### config.mk
export PLATFORM = sky130hd
export DESIGN_NAME = mouse_tracker
export DESIGN_NICKNAME = d
export VERILOG_FILES = /design/src/rtl/mouse_tracker.sv
export SDC_FILE = /design/constraint.sdc
export NUM_CORES = 1
export LEC_CHECK = 0
export CORE_MARGIN = 1.5
export CORE_UTILIZATION = 55
export CTS_CLUSTER_DIAMETER = 150
export DETAILED_ROUTE_END_ITERATION = 12
export GPL_ROUTABILITY_DRIVEN = 0
export PLACE_DENSITY = 0.78
export SETUP_SLACK_MARGIN = 0.05
export SLEW_MARGIN = 30
export SYNTH_ARGS = -nofsm -noshare
export SYNTH_HDL_FRONTEND = slang
export SYNTH_SLANG_ARGS = --single-unit
### constraint.sdc
create_clock -name clk -period 5.2 [get_ports clk]
set_clock_uncertainty 0.1 [all_clocks]
set_input_delay 1.04 -clock clk [delete_from_list [all_inputs] [get_ports clk]]
set_output_delay 1.04 -clock clk [all_outputs]
set_load 0.05 [all_outputs]
### src/rtl/mouse_tracker.sv
// Cursor engine: accumulates PS/2 deltas into a clamped screen position, maps it
// onto a block grid with an iterative divider, and derives click / cheat pulses.
//
// state   | meaning
// --------+-----------------------------------------------------------
// IDLE    | block outputs stable, waiting for a position update
// LOAD    | capture grid-relative offsets and out-of-range flag
// DIV     | repeated subtraction, one block per axis per cycle
// DONE    | publish block indices and mouse_valid
module mouse_tracker #(
    parameter int SCREEN_W     = 640,
    parameter int SCREEN_H     = 480,
    parameter int GRID_X0      = 32,
    parameter int GRID_Y0      = 80,
    parameter int BLOCK_W      = 32,
    parameter int BLOCK_H      = 48,
    parameter int GRID_COLS    = 18,
    parameter int GRID_ROWS    = 8,
    parameter int SENS_SHIFT   = 0,
    parameter int CHEAT_CLICKS = 5,
    parameter int CHEAT_GAP    = 25_000_000
) (
    input  logic       clk,
    input  logic       rst,
    input  logic       interboard_rst,
    input  logic       pkt_valid,
    input  logic [8:0] pkt_dx,
    input  logic [8:0] pkt_dy,
    input  logic       pkt_x_ovf,
    input  logic       pkt_y_ovf,
    input  logic [2:0] pkt_btn,
    output logic [9:0] mouse_x,
    output logic [8:0] mouse_y,
    output logic       mouse_valid,
    output logic [4:0] mouse_block_x,
    output logic [2:0] mouse_block_y,
    output logic       map_busy,
    output logic       l_click,
    output logic       r_click,
    output logic       l_held,
    output logic       cheat_activate
);

    localparam logic signed [11:0] X_MAX   = 12'(SCREEN_W - 1);
    localparam logic signed [11:0] Y_MAX   = 12'(SCREEN_H - 1);
    localparam logic [9:0]         X_MAX10 = 10'(SCREEN_W - 1);
    localparam logic [8:0]         Y_MAX9  = 9'(SCREEN_H - 1);
    localparam logic [9:0]         X_RST   = 10'(SCREEN_W / 2);
    localparam logic [8:0]         Y_RST   = 9'(SCREEN_H / 2);
    localparam logic [11:0]        X_LO    = 12'(GRID_X0);
    localparam logic [11:0]        X_HI    = 12'(GRID_X0 + GRID_COLS * BLOCK_W);
    localparam logic [11:0]        Y_LO    = 12'(GRID_Y0);
    localparam logic [11:0]        Y_HI    = 12'(GRID_Y0 + GRID_ROWS * BLOCK_H);
    localparam logic [11:0]        BW      = 12'(BLOCK_W);
    localparam logic [11:0]        BH      = 12'(BLOCK_H);
    localparam int                 GAP_W   = $clog2(CHEAT_GAP + 1);
    localparam int                 CNT_W   = $clog2(CHEAT_CLICKS + 1);
    localparam logic [GAP_W-1:0]   GAP_LOAD = GAP_W'(CHEAT_GAP);
    localparam logic [CNT_W-1:0]   CNT_FIRE = CNT_W'(CHEAT_CLICKS);

    typedef enum logic [1:0] {
        ST_IDLE,
        ST_LOAD,
        ST_DIV,
        ST_DONE
    } map_state_t;

    logic [9:0]        r_x;
    logic [8:0]        r_y;
    logic signed [11:0] w_dx_ext, w_dy_ext, w_sx, w_sy, w_sum_x, w_sum_y;
    logic [9:0]        w_x_new;
    logic [8:0]        w_y_new;

    logic              r_left, r_right, r_l_click, r_r_click, r_cheat;
    logic [CNT_W-1:0]  r_cnt;
    logic [GAP_W-1:0]  r_gap;
    logic              w_l_rise, w_r_rise, w_timeout, w_cheat_hit;
    logic [CNT_W-1:0]  w_cnt_next;
    logic              w_unused_mid;

    map_state_t        r_state, w_next_state;
    logic              r_upd, w_busy;
    logic [11:0]       r_rx, r_ry, w_rx, w_ry;
    logic [4:0]        r_col, r_bx;
    logic [2:0]        r_row, r_by;
    logic              r_oor, r_valid;
    logic              w_pos_oor, w_x_more, w_y_more, w_publish;

    // Position datapath: 12-bit signed sums cannot wrap for any 9-bit delta.
    assign w_dx_ext = {{3{pkt_dx[8]}}, pkt_dx};
    assign w_dy_ext = {{3{pkt_dy[8]}}, pkt_dy};
    assign w_sx     = w_dx_ext >>> SENS_SHIFT;
    assign w_sy     = w_dy_ext >>> SENS_SHIFT;
    assign w_sum_x  = $signed({2'b00, r_x}) + w_sx;
    assign w_sum_y  = $signed({3'b000, r_y}) - w_sy;

    always_comb begin
        w_x_new = w_sum_x[9:0];
        w_y_new = w_sum_y[8:0];
        if (w_sum_x < 12'sd0) begin
            w_x_new = '0;
        end else if (w_sum_x > X_MAX) begin
            w_x_new = X_MAX10;
        end
        if (w_sum_y < 12'sd0) begin
            w_y_new = '0;
        end else if (w_sum_y > Y_MAX) begin
            w_y_new = Y_MAX9;
        end
    end

    always_ff @(posedge clk or negedge rst) begin
        if (!rst) begin
            r_x <= X_RST;
            r_y <= Y_RST;
        end else if (interboard_rst) begin
            r_x <= X_RST;
            r_y <= Y_RST;
        end else if (pkt_valid) begin
            if (!pkt_x_ovf) r_x <= w_x_new;
            if (!pkt_y_ovf) r_y <= w_y_new;
        end
    end

    // Cheat counter runs on the raw rise so cheat_activate lines up with r_click.
    assign w_unused_mid = pkt_btn[2];
    assign w_l_rise     = pkt_valid & pkt_btn[0] & ~r_left;
    assign w_r_rise     = pkt_valid & pkt_btn[1] & ~r_right;
    assign w_timeout    = (r_gap == GAP_W'(1));
    assign w_cnt_next   = w_timeout ? CNT_W'(1) : r_cnt + CNT_W'(1);
    assign w_cheat_hit  = w_r_rise & ~w_l_rise & (w_cnt_next == CNT_FIRE);

    always_ff @(posedge clk or negedge rst) begin
        if (!rst) begin
            r_left    <= 1'b0;
            r_right   <= 1'b0;
            r_l_click <= 1'b0;
            r_r_click <= 1'b0;
            r_cheat   <= 1'b0;
            r_cnt     <= '0;
            r_gap     <= '0;
        end else if (interboard_rst) begin
            r_left    <= 1'b0;
            r_right   <= 1'b0;
            r_l_click <= 1'b0;
            r_r_click <= 1'b0;
            r_cheat   <= 1'b0;
            r_cnt     <= '0;
            r_gap     <= '0;
        end else begin
            r_l_click <= w_l_rise;
            r_r_click <= w_r_rise;
            r_cheat   <= w_cheat_hit;
            if (pkt_valid) begin
                r_left  <= pkt_btn[0];
                r_right <= pkt_btn[1];
            end
            if (w_l_rise) begin
                r_cnt <= '0;
                if (r_gap != '0) r_gap <= r_gap - GAP_W'(1);
            end else if (w_r_rise) begin
                r_gap <= GAP_LOAD;
                r_cnt <= w_cheat_hit ? '0 : w_cnt_next;
            end else if (w_timeout) begin
                r_gap <= '0;
                r_cnt <= '0;
            end else if (r_gap != '0) begin
                r_gap <= r_gap - GAP_W'(1);
            end
        end
    end

    // Mapping FSM
    assign w_pos_oor = ({2'b00, r_x} < X_LO) | ({2'b00, r_x} >= X_HI) |
                       ({3'b000, r_y} < Y_LO) | ({3'b000, r_y} >= Y_HI);
    assign w_rx      = {2'b00, r_x} - X_LO;
    assign w_ry      = {3'b000, r_y} - Y_LO;
    assign w_x_more  = (r_rx >= BW);
    assign w_y_more  = (r_ry >= BH);
    // A result is dropped if the position moved after it was captured.
    assign w_publish = (r_state == ST_DONE) & ~r_upd & ~pkt_valid;

    always_comb begin
        w_next_state = r_state;
        w_busy       = 1'b0;
        case (r_state)
            ST_IDLE: begin
                w_next_state = ST_IDLE;
            end
            ST_LOAD: begin
                w_busy       = 1'b1;
                w_next_state = w_pos_oor ? ST_DONE : ST_DIV;
            end
            ST_DIV: begin
                w_busy = 1'b1;
                if (!w_x_more && !w_y_more) w_next_state = ST_DONE;
            end
            ST_DONE: begin
                w_next_state = ST_IDLE;
            end
            default: begin
                w_next_state = ST_IDLE;
            end
        endcase
        if (r_upd) w_next_state = ST_LOAD;
    end

    always_ff @(posedge clk or negedge rst) begin
        if (!rst) begin
            r_state <= ST_IDLE;
            r_upd   <= 1'b1;
        end else if (interboard_rst) begin
            r_state <= ST_IDLE;
            r_upd   <= 1'b1;
        end else begin
            r_state <= w_next_state;
            r_upd   <= pkt_valid;
        end
    end

    always_ff @(posedge clk or negedge rst) begin
        if (!rst) begin
            r_rx    <= '0;
            r_ry    <= '0;
            r_col   <= '0;
            r_row   <= '0;
            r_oor   <= 1'b0;
            r_valid <= 1'b0;
            r_bx    <= '0;
            r_by    <= '0;
        end else if (interboard_rst) begin
            r_rx    <= '0;
            r_ry    <= '0;
            r_col   <= '0;
            r_row   <= '0;
            r_oor   <= 1'b0;
            r_valid <= 1'b0;
            r_bx    <= '0;
            r_by    <= '0;
        end else begin
            if (r_state == ST_LOAD) begin
                r_rx  <= w_rx;
                r_ry  <= w_ry;
                r_col <= '0;
                r_row <= '0;
                r_oor <= w_pos_oor;
            end else if (r_state == ST_DIV) begin
                if (w_x_more) begin
                    r_rx  <= r_rx - BW;
                    r_col <= r_col + 5'd1;
                end
                if (w_y_more) begin
                    r_ry  <= r_ry - BH;
                    r_row <= r_row + 3'd1;
                end
            end
            if (pkt_valid) begin
                r_valid <= 1'b0;
            end else if (w_publish) begin
                r_valid <= ~r_oor;
                if (!r_oor) begin
                    r_bx <= r_col;
                    r_by <= r_row;
                end
            end
        end
    end

    assign mouse_x        = r_x;
    assign mouse_y        = r_y;
    assign mouse_valid    = r_valid;
    assign mouse_block_x  = r_bx;
    assign mouse_block_y  = r_by;
    assign map_busy       = w_busy;
    assign l_click        = r_l_click;
    assign r_click        = r_r_click;
    assign l_held         = r_left;
    assign cheat_activate = r_cheat;

endmodule

==> metrics.md, run 1 <==
| Metric | Value |
|---|---|
| Most frequent cells in the layout | `81 x dfrtp_1, 74 x nor2_1, 57 x clkdlybuf4s50_1` |
| Area of the multi-input gates | `about 3400 sq um` |
| Fmax | `277 MHz` |
| Final setup viols | `0` |
| Final period util | `between 60% and 70%` |
| Post-layout util | `64.9%` |
| Antenna fix cells | `0` |
| Post-DP HPWL | `between 9 and 10 mm` |
| Netlist cell types | `66` |
| Worst EP required | `around 5300 ps` |
| CTS resizes | `0` |
| Total Routing Usage GR | `around a quarter` |
| # IOs | `60` |
| CTS Buffer Depth | `2` |
| Post-CTS Setup Bufs | `0` |
| Setup TNS | `0 ps` |
| Syn_area_per_cell | `~9 sq um` |
| Post-CTS Hold Buffers | `0` |
| RSZ-0062 raised after global routing | `false` |
| Status | `complete, no violations` |
| Post-route minimum period | `3610 ps` |
| Clock share of power | `between 10% and 20%` |
| Clk sinks | `between 80 and 90` |
| Yosys warnings | `0` |
| Worst hold path class | `reg2reg` |
| Pwr Total | `between 2 and 2.5 mW` |
| First-pass GRT wire length | `around 21 mm` |
| CTS tree | `yes` |
| Type of origin of the critical path | `input port` |
| Initial antenna violation count | `0` |
| Critical Path End Type | `flop` |
| Pwr/cell area | `around 350 nW/um^2` |
| Largest net degree at the start of global routing | `a little under 90` |
| Initial Util | `between 50% and 60%` |
| Die width | `106 microns` |
| Int Pwr | `~1.4 mW` |
| CP Class | `in2reg` |
| H-tree depth | `3` |
| EDFF count, synth | `0` |
| Number of global-route vias before repair | `~4600` |
| DR vias/cell | `roughly 5.9` |
| Filler instances | `between 800 and 900` |
| Via count | `~4900` |
| Worst path arrival time | `between 3000 and 4000 ps` |
| Worst slew pin tran | `~850 ps` |
| CTS Buf Count | `9` |
| Port buffer count | `58` |
| Top_reg_cell synth | `dfrtp_1` |
| Register area | `~2200 sq um` |
| WHS | `around 410 ps` |
| Slew HR | `43.1%` |
| Iter 0 DRT Violations | `274` |
| Post-synthesis register bit count | `88` |
| Syn Inst Count | `656` |
| Finished Layout Cells | `roughly 840` |
| Max-slew violation count | `0` |
| Register area share after synthesis | `roughly 38%` |
| Max-Cap Viols | `0` |
| Reg power frac | `a little under two fifths` |
| Inst Count DP | `roughly 830` |
| Worst-path clk slew | `approximately 90 ps` |
| Die area | `between 10000 and 15000 sq um` |
| Total gr overflow | `0` |
| DRC errors left | `0` |
| Share of cells above drive strength 1 | `around 6.7%` |
| Net Sw Power | `roughly 0.94 mW` |
| Chip height | `106 microns` |
| Switching share of power | `40.5%` |
| Clock latency at the later pin of the worst-skew pair | `370 ps` |
| Leak | `2.85 nW` |
| NumNets Final | `approximately 760` |
| Gate power share | `42.4%` |
| FP Rows | `37` |
| Syn nets | `around 720` |
| Area Overhead vs Synth | `14.8%` |
| Post-Syn Area | `5840 sq um` |
| Max IR drop VDD | `slightly below 0.3 mV` |
| CORE AREA | `between 10000 and 15000 sq um` |
| Antenna viol nets, final | `0` |
| Final WL | `approximately 13 mm` |
| Pre-antenna DRT Iters | `5` |
| CP max FO | `7` |
| Commonest non-fill, non-tap cell in the layout | `dfrtp_1` |
| WL per Instance | `about 15 microns` |
| Root Buffer | `clkbuf_8` |
| Final Hold Vio Count | `0` |
| Ys async rst share | `100%` |
-- Yosys cell counts (7+ instances only) --
cell	instances	area (sq um)
nand2b_1	13	81.3
a221oi_1	8	70.1
dfrtp_1	81	2030
nand2_1	39	146
nand3_1	14	70.1
or2_2	8	50.1
nor3_1	17	85.1
nor2_1	74	278
a211oi_1	22	165
o21ai_0	35	175
xor2_1	16	140
dfstp_2	7	184
clkbuf_1	17	63.8
inv_1	42	158
a22o_1	8	70.1
nor2b_1	13	81.3
o31ai_1	9	67.6
ha_1	34	425
xnor2_1	34	298
a21oi_1	47	235
buf_1	7	26.3
or3_1	17	106
-- logic make-up after synthesis --
group | count (synthesis) | synth area share [%]
AND/OR/NAND/NOR | 230 | 20.4
flip-flops | 88 | 37.9
AO/OA/AOI/OAI | 178 | 20.8
XOR/XNOR | 50 | 7.50
buffers and inverters | 68 | 4.42
multiplexers | 6 | 1.07
adder cells (fa/ha/maj) | 36 | 7.97
-- registers in the layout, indices dropped and copies added, names as in the netlist, 2 cells and up --
register and count:
r_gap 25, mouse_x 10, mouse_y 9, r_ry 8
r_rx 7, mouse_block_x 5, r_col 5, mouse_block_y 3
r_cnt 3, r_row 3, r_state 2
-- routing by layer --
metal | part of all wire [%] | global-route usage [%] | vias up
li1 | - | - | 2442
met1 | 46 | 31.9 | 2364
met2 | 48 | 39.1 | 130
met3 | 4.4 | 3.86 | 12
met4 | 1.1 | 5.41 | 0
met5 | 0 | 0 | -
-- path summary, 6_finish.rpt --
check | cells past startpoint | slack [ps] | to | startpoint
max | 8 | 1590 | mouse_x[3] | pkt_dx[1]
min | 1 | 410 | mouse_block_y[2] | mouse_block_y[2]
max reg2reg | 6 | 2240 | r_gap[15] | r_gap[19]
min reg2reg | 1 | 410 | mouse_block_y[2] | mouse_block_y[2]
max in group asynchronous | 1 | 3830 | mouse_y[0] | rst
min in group asynchronous | 1 | 620 | mouse_block_y[0] | rst
-- critical path, stage by stage --
cell and delay [ps]:
clkdlybuf4s50_1 430, ha_1 320, a211oi_1 410, o21ai_0 190, o2111a_1 300, nor3_1 340
mux2i_1 490, o21ai_0 190
-- final cells by class --
type | instances | share of cell area (%)
Multi-Input combinational cell | 500 | 50.3
Clock buffer | 11 | 2.26
Timing Repair Buffer | 60 | 8.91
Sequential cell | 88 | 33.0
Clock inverter | 5 | 0.598
Tap cell | 136 | 2.54
Inverter | 42 | 2.35
-- power groups by stage --
stage | registers [mW] | logic [mW] | clock network [mW]
2_1_floorplan | 0.914 | 0.741 | 0
3_3_place_gp | 0.889 | 0.939 | 0
3_5_place_dp | 0.898 | 0.977 | 0
4_1_cts | 0.884 | 0.987 | 0.465
5_1_grt | 0.905 | 1.09 | 0.499
6_report | 0.887 | 0.989 | 0.455
-- stage by stage --
stage	setup slack, ps	area, sq um
2_1_floorplan	2010	5840
3_3_place_gp	1310	6500
3_5_place_dp	1210	6500
4_1_cts	1590	6700
5_1_grt	1360	6700
6_report	1590	6700
No activity file was read; power rests on OpenSTA's default activity.
==> run 2, diff against run 1 <==
- clock period: 5.2 -> 3.8 ns (I/O delays scaled with it)
==> run 2 against run 1 <==
Compared with the run above: clock power grew 61%; highest routed layer unchanged; global-route usage up 0.77 points; sequential share of layout area is 0.37 points lower; combinational power rose by 38%; utilization increased by 0.74 points; critical endpoint unchanged; critical path depth did not move.
==> metrics.md, run 2 (synthesis gave the netlist of run 1 again) <==
| Metric | Value |
|---|---|
| DR vias/cell | `5.96 (+1.5%)` |
| Post-DP HPWL | `9.43 mm (+4.3%)` |
| Number of global-route vias before repair | `4934 (+6.3%)` |
| Leak | `2.91 nW (+1.9%)` |
| FF-to-FF path depth | `6 (unchanged)` |
| Worst-path clk slew | `90 ps (about the same)` |
| Max IR drop VDD | `0.388 mV (+33%)` |
| Post-CTS Hold Buffers | `0 (unchanged)` |
| CP max FO | `7 (unchanged)` |
| Final period util | `88.5%` |
| CP max stage delay | `500 ps (about the same)` |
| Share of cells above drive strength 1 | `7.30% (+0.65 points)` |
| Total gr overflow | `0 (unchanged)` |
| Initial Util | `56.5% (unchanged)` |
| Max reg flops | `25 (unchanged)` |
| Area Overhead vs Synth | `16.1%` |
| WL per Instance | `15.4 microns (+3.1%)` |
| Worst hold path class | `in2async` |
| Pre-antenna DRT Iters | `5 (unchanged)` |
| Worst path arrival time | `3480 ps (-250 ps)` |
| Most frequent cells in the layout | `81 x dfrtp_1, 74 x nor2_1, 57 x clkdlybuf4s50_1` |
| Reg2Reg Setup Slack | `840 ps (-1400 ps)` |
| Final setup viols | `0 (unchanged)` |
| Fmax | `297 MHz` |
| Worst slew pin tran | `807 ps (-40.9 ps)` |
| Clock latency at the later pin of the worst-skew pair | `360 ps (about the same)` |
| CP Class | `in2reg` |
| Commonest non-fill, non-tap cell in the layout | `dfrtp_1` |
| Final WL | `13.0 mm (+3.9%)` |
| R2r startpoint | `r_gap[19]` |
| Iter 0 DRT Violations | `261 (-4.7%)` |
| Critical path startpoint | `pkt_dx[1]` |
| Post-layout util | `65.6% (+0.74 points)` |
| Switching share of power | `39.2% (-1.4 points)` |
| Antenna fix cells | `0 (unchanged)` |
| Port buffer count | `58 (unchanged)` |
| Total Routing Usage GR | `24.2% (+0.77 points)` |
| FP Rows | `37 (unchanged)` |
| CTS resizes | `0 (unchanged)` |
| Max-Cap Viols | `0 (unchanged)` |
| Gate power share | `41.1% (-1.3 points)` |
| CP cell instances | `clkdlybuf4s50_1 -> ha_1 -> a211oi_1 -> o21ai_0 -> o2111a_1 -> nor3_1 -> mux2i_1 -> o21ai_0` |
| Int Pwr | `2.02 mW (+46%)` |
| R2r endpoint | `r_gap[10]` |
| Initial antenna violation count | `0 (unchanged)` |
| Setup TNS | `0 ps (unchanged)` |
| Pwr Total | `3.32 mW (+42%)` |
| Post-Place Worst Slack | `73.5 ps (-1140 ps)` |
| CP max stage cell | `mux2i_1` |
| Status | `complete, no violations` |
| RSZ-0062 raised after global routing | `false` |
| Critical Path End Type | `flop` |
| Largest net degree at the start of global routing | `89 (unchanged)` |
| Clk sinks | `88 (unchanged)` |
| Via count | `5056 (+2.2%)` |
| # IOs | `60 (unchanged)` |
| Root Buffer | `clkbuf_8` |
| CTS Buffer Depth | `2 (unchanged)` |
| Slew HR | `45.8% (+2.7 points)` |
| CP bufs+invs | `1 (unchanged)` |
| Cell mode on critical path | `o21ai_0` |
| Pwr/cell area | `489 nW/um^2 (+41%)` |
| First-pass GRT wire length | `22.5 mm (+4.7%)` |
| Clock share of power | `22.1% (+2.6 points)` |
| Max-slew violation count | `0 (unchanged)` |
| Biggest register | `r_gap` |
| Type of origin of the critical path | `input port` |
| DRC errors left | `0 (unchanged)` |
| Cell family with most CP delay | `compound AO/OA/AOI/OAI gates` |
| Post-CTS Setup Bufs | `0 (unchanged)` |
| Worst EP required | `3910 ps (-1410 ps)` |
| Worst Slack Setup Final | `435 ps (-1150 ps)` |
| Filler instances | `855 (+2.6%)` |
| CTS Buf Count | `9 (unchanged)` |
| Chip height | `106 microns (unchanged)` |
| Net Sw Power | `1.30 mW (+38%)` |
| CORE AREA | `10300 sq um (unchanged)` |
| Die width | `106 microns (unchanged)` |
| Post-route minimum period | `approximately 3400 ps` |
| Die area | `11200 sq um (unchanged)` |
| H-tree depth | `3 (unchanged)` |
| Final Hold Vio Count | `0 (unchanged)` |
| Antenna viol nets, final | `0 (unchanged)` |
| CTS tree | `yes` |
| NumNets Final | `770 (+0.79%)` |
| Reg power frac | `36.8% (-1.3 points)` |
## run 2: changes by cell type in the layout (fill, tap and decap cells not counted), sizes merged
cell,delta
buf,+6
inv,+1
bufinv,+2
clkbuf,-1
clkinvlp,-2
## run 2: power by group through the flow
stage                     sequential (mW)  clock (mW)  combinational (mW)
final                                1.22       0.734                1.36
after floorplan                      1.25           0                1.01
after global routing                 1.24       0.786                1.50
after detailed placement             1.23           0                1.34
after global placement               1.22           0                1.29
after CTS                            1.22       0.745                1.36
## run 2: worst max-delay path by stage
stage                     cells past startpoint          to
after floorplan                               7  mouse_x[6]
after global placement                        8  mouse_x[5]
after detailed placement                      8  mouse_x[3]
after CTS                                     8  mouse_x[3]
after global routing                          8  mouse_x[3]
final                                         8  mouse_x[3]
## run 2: worst register-to-register path, delay by kind of cell (launching register included)
kind	cells	cell delay [ps]
flops	1	420
simple gates	6	2300
## run 2: layout make-up
cell class,instances,area (sq um),area share [%]
Tap cell,136,170,2.51
Inverter,42,158,2.33
Clock buffer,10,138,2.03
Timing Repair Buffer,66,642,9.47
Sequential cell,88,2210,32.6
Clock inverter,6,90.1,1.33
Multi-Input combinational cell,500,3370,49.7
## run 2: through the flow
step,instance area [sq um],std cells,hold WS [ps]
after floorplan,5840,656,360
after global placement,6550,832,381
after detailed placement,6550,832,391
after CTS,6780,848,392
after global routing,6780,848,422
final,6780,848,366
## run 2: layer usage
metal | wire (microns) | part of all wire (%) | vias to the layer above | global-route usage [%]
li1 | - | - | 2446 | -
met5 | 0 | 0 | - | 0
met1 | 5860 | 45 | 2443 | 33.3
met2 | 6430 | 49 | 145 | 40.4
met3 | 526 | 4.0 | 22 | 2.15
met4 | 213 | 1.6 | 0 | 7.82
==> run 3, diff against run 2 <==
- SLEW_MARGIN: 30 -> 10
==> run 3 against run 2 <==
Compared with the run above: flip-flop and latch count unchanged; utilization about the same; final cell count is the same; register-to-register slack barely moved; clock power about the same; setup slack got worse by 21 ps; via count fell by 0.77%; wire length shrank 1.5%; first-iteration DRC count increased by 7.7%; worst hold slack better by 41 ps; non-clock buffer count did not move; sequential share of layout area about the same; critical path type unchanged; largest power group unchanged; highest routed layer unchanged.
==> metrics.md, run 3 (synthesis gave the netlist of run 1 again) <==
| Metric | Value |
|---|---|
| Number of global-route vias before repair | `4956 (+0.45%)` |
| Worst slew pin tran | `1090 ps (+279 ps)` |
| Chip height | `106 microns (unchanged)` |
| Post-CTS Setup Bufs | `0 (unchanged)` |
| Hold path startpoint | `mouse_block_y[2]` |
| Clock latency at the later pin of the worst-skew pair | `350 ps (about the same)` |
| Worst hold path class | `reg2reg` |
| CP max FO | `7 (unchanged)` |
| Iter 0 DRT Violations | `281 (+7.7%)` |
| CORE AREA | `10300 sq um (unchanged)` |
| H-tree depth | `3 (unchanged)` |
| Clk sinks | `88 (unchanged)` |
| Int Pwr | `2.02 mW (about the same)` |
| NumNets Final | `770 (unchanged)` |
| Worst EP required | `3920 ps (about the same)` |
| Post-route minimum period | `3390 ps (+21.3 ps)` |
| Post-DP HPWL | `9.42 mm (-0.12%)` |
| Switching share of power | `39.0% (-0.12 points)` |
| Worst path arrival time | `3500 ps (+20 ps)` |
| DRC errors left | `0 (unchanged)` |
| Final setup viols | `0 (unchanged)` |
| Initial antenna violation count | `0 (unchanged)` |
| Antenna fix cells | `0 (unchanged)` |
| Register area | `2210 sq um (unchanged)` |
| Max IR drop VDD | `0.368 mV (-5.1%)` |
| Antenna viol nets, final | `0 (unchanged)` |
| Area Overhead vs Synth | `16.0% (about the same)` |
| Initial Util | `56.5% (unchanged)` |
| Critical path startpoint | `pkt_dx[1]` |
| CP Class | `in2reg` |
| Clock share of power | `22.1% (about the same)` |
| Setup TNS | `0 ps (unchanged)` |
| # IOs | `60 (unchanged)` |
| First-pass GRT wire length | `22.4 mm (-0.52%)` |
| Root Buffer | `clkbuf_8` |
| Status | `complete, no violations` |
| Share of cells above drive strength 1 | `7.30% (unchanged)` |
| DR vias/cell | `5.92 (-0.77%)` |
| Die width | `106 microns (unchanged)` |
| WHS Endpoint | `mouse_block_y[2]` |
| Max reg flops | `25 (unchanged)` |
| RSZ-0062 raised after global routing | `false` |
| Final Hold Vio Count | `0 (unchanged)` |
| Critical Path End Type | `flop` |
| Total Routing Usage GR | `24.1% (-0.10 points)` |
| Reg power frac | `36.8% (about the same)` |
| Hold path cells | `1` |
| Slew HR | `27.6% (-18 points)` |
| R2r startpoint | `mouse_x[1]` |
| Max-slew violation count | `0 (unchanged)` |
| Die area | `11200 sq um (unchanged)` |
| Biggest register | `r_gap` |
| Net Sw Power | `1.29 mW (-0.51%)` |
| Max-Cap Viols | `0 (unchanged)` |
| Final WL | `12.8 mm (-1.5%)` |
| Pwr/cell area | `489 nW/um^2 (-0.15%)` |
| Type of origin of the critical path | `input port` |
| Gate power share | `41.2% (about the same)` |
| Final period util | `89.1% (+0.56 points)` |
| Total gr overflow | `0 (unchanged)` |
| Leak | `2.91 nW (about the same)` |
| Worst Slack Setup Final | `414 ps (-21.3 ps)` |
| FF-to-FF path depth | `7 (+1)` |
| Fmax | `295 MHz (-0.63%)` |
| FP Rows | `37 (unchanged)` |
| Most frequent cells in the layout | `81 x dfrtp_1, 74 x nor2_1, 57 x clkdlybuf4s50_1` |
| CTS tree | `yes` |
| Reg2Reg Setup Slack | `850 ps (about the same)` |
| Via count | `5017 (-0.77%)` |
| Commonest non-fill, non-tap cell in the layout | `dfrtp_1` |
| Filler instances | `852 (-0.35%)` |
| Worst-path clk slew | `90 ps (about the same)` |
| R2r endpoint | `mouse_x[3]` |
| WL per Instance | `15.1 microns (-1.5%)` |
| CTS resizes | `0 (unchanged)` |
| Post-Place Worst Slack | `73.5 ps (-0.000900 ps)` |
| Largest net degree at the start of global routing | `89 (unchanged)` |
| CTS Buffer Depth | `2 (unchanged)` |
| Area of the multi-input gates | `3370 sq um (unchanged)` |
| Port buffer count | `58 (unchanged)` |
| Post-CTS Hold Buffers | `0 (unchanged)` |
| CTS Buf Count | `9 (unchanged)` |
| Pre-antenna DRT Iters | `5 (unchanged)` |
## run 3: changes by cell type in the layout (fill, tap and decap cells not counted)
cell / previous run / this run
buf_4: 8 / 9
buf_6: 1 / 0
## run 3: worst max-delay path by stage
stage                 end  cells after the start
6_report       mouse_x[3]                      8
5_1_grt        mouse_x[3]                      8
4_1_cts        mouse_x[3]                      8
3_5_place_dp   mouse_x[3]                      8
3_3_place_gp   mouse_x[5]                      8
2_1_floorplan  mouse_x[6]                      7
## run 3: critical path, cell delays in order
cell	delay [ps]
clkdlybuf4s50_1	430
ha_1	320
a211oi_1	430
o21ai_0	220
o2111a_1	310
nor3_1	340
mux2i_1	500
o21ai_0	180
## run 3: through the flow
step	util, %	power (mW)	hold slack, ps	std cells	cell area (sq um)
after CTS	65.6	3.32	416	848	6770
after floorplan	-	2.26	360	656	5840
final	65.6	3.31	407	848	6770
after global placement	63.4	2.51	381	832	6550
after detailed placement	63.4	2.58	390	832	6550
after global routing	65.6	3.53	428	848	6770
## run 3: area by class of cell
cell class,instances,share of cell area [%]
Multi-Input combinational cell,500,49.7
Sequential cell,88,32.6
Timing Repair Buffer,66,9.42
Tap cell,136,2.51
Inverter,42,2.33
Clock buffer,10,2.03
Clock inverter,6,1.33
## run 3: routing by layer
metal / track usage [%] / wire, microns
met1: 32.7 / 5820
met2: 41.0 / 6450
met3: 2.21 / 434
met4: 7.05 / 131
met5: 0 / 0
## run 3: power by group through the flow
stage	combinational, mW	clock (mW)	sequential, mW
after floorplan	1.01	0	1.25
after global placement	1.29	0	1.22
after detailed placement	1.34	0	1.23
after CTS	1.36	0.746	1.21
after global routing	1.50	0.784	1.24
final	1.36	0.731	1.22
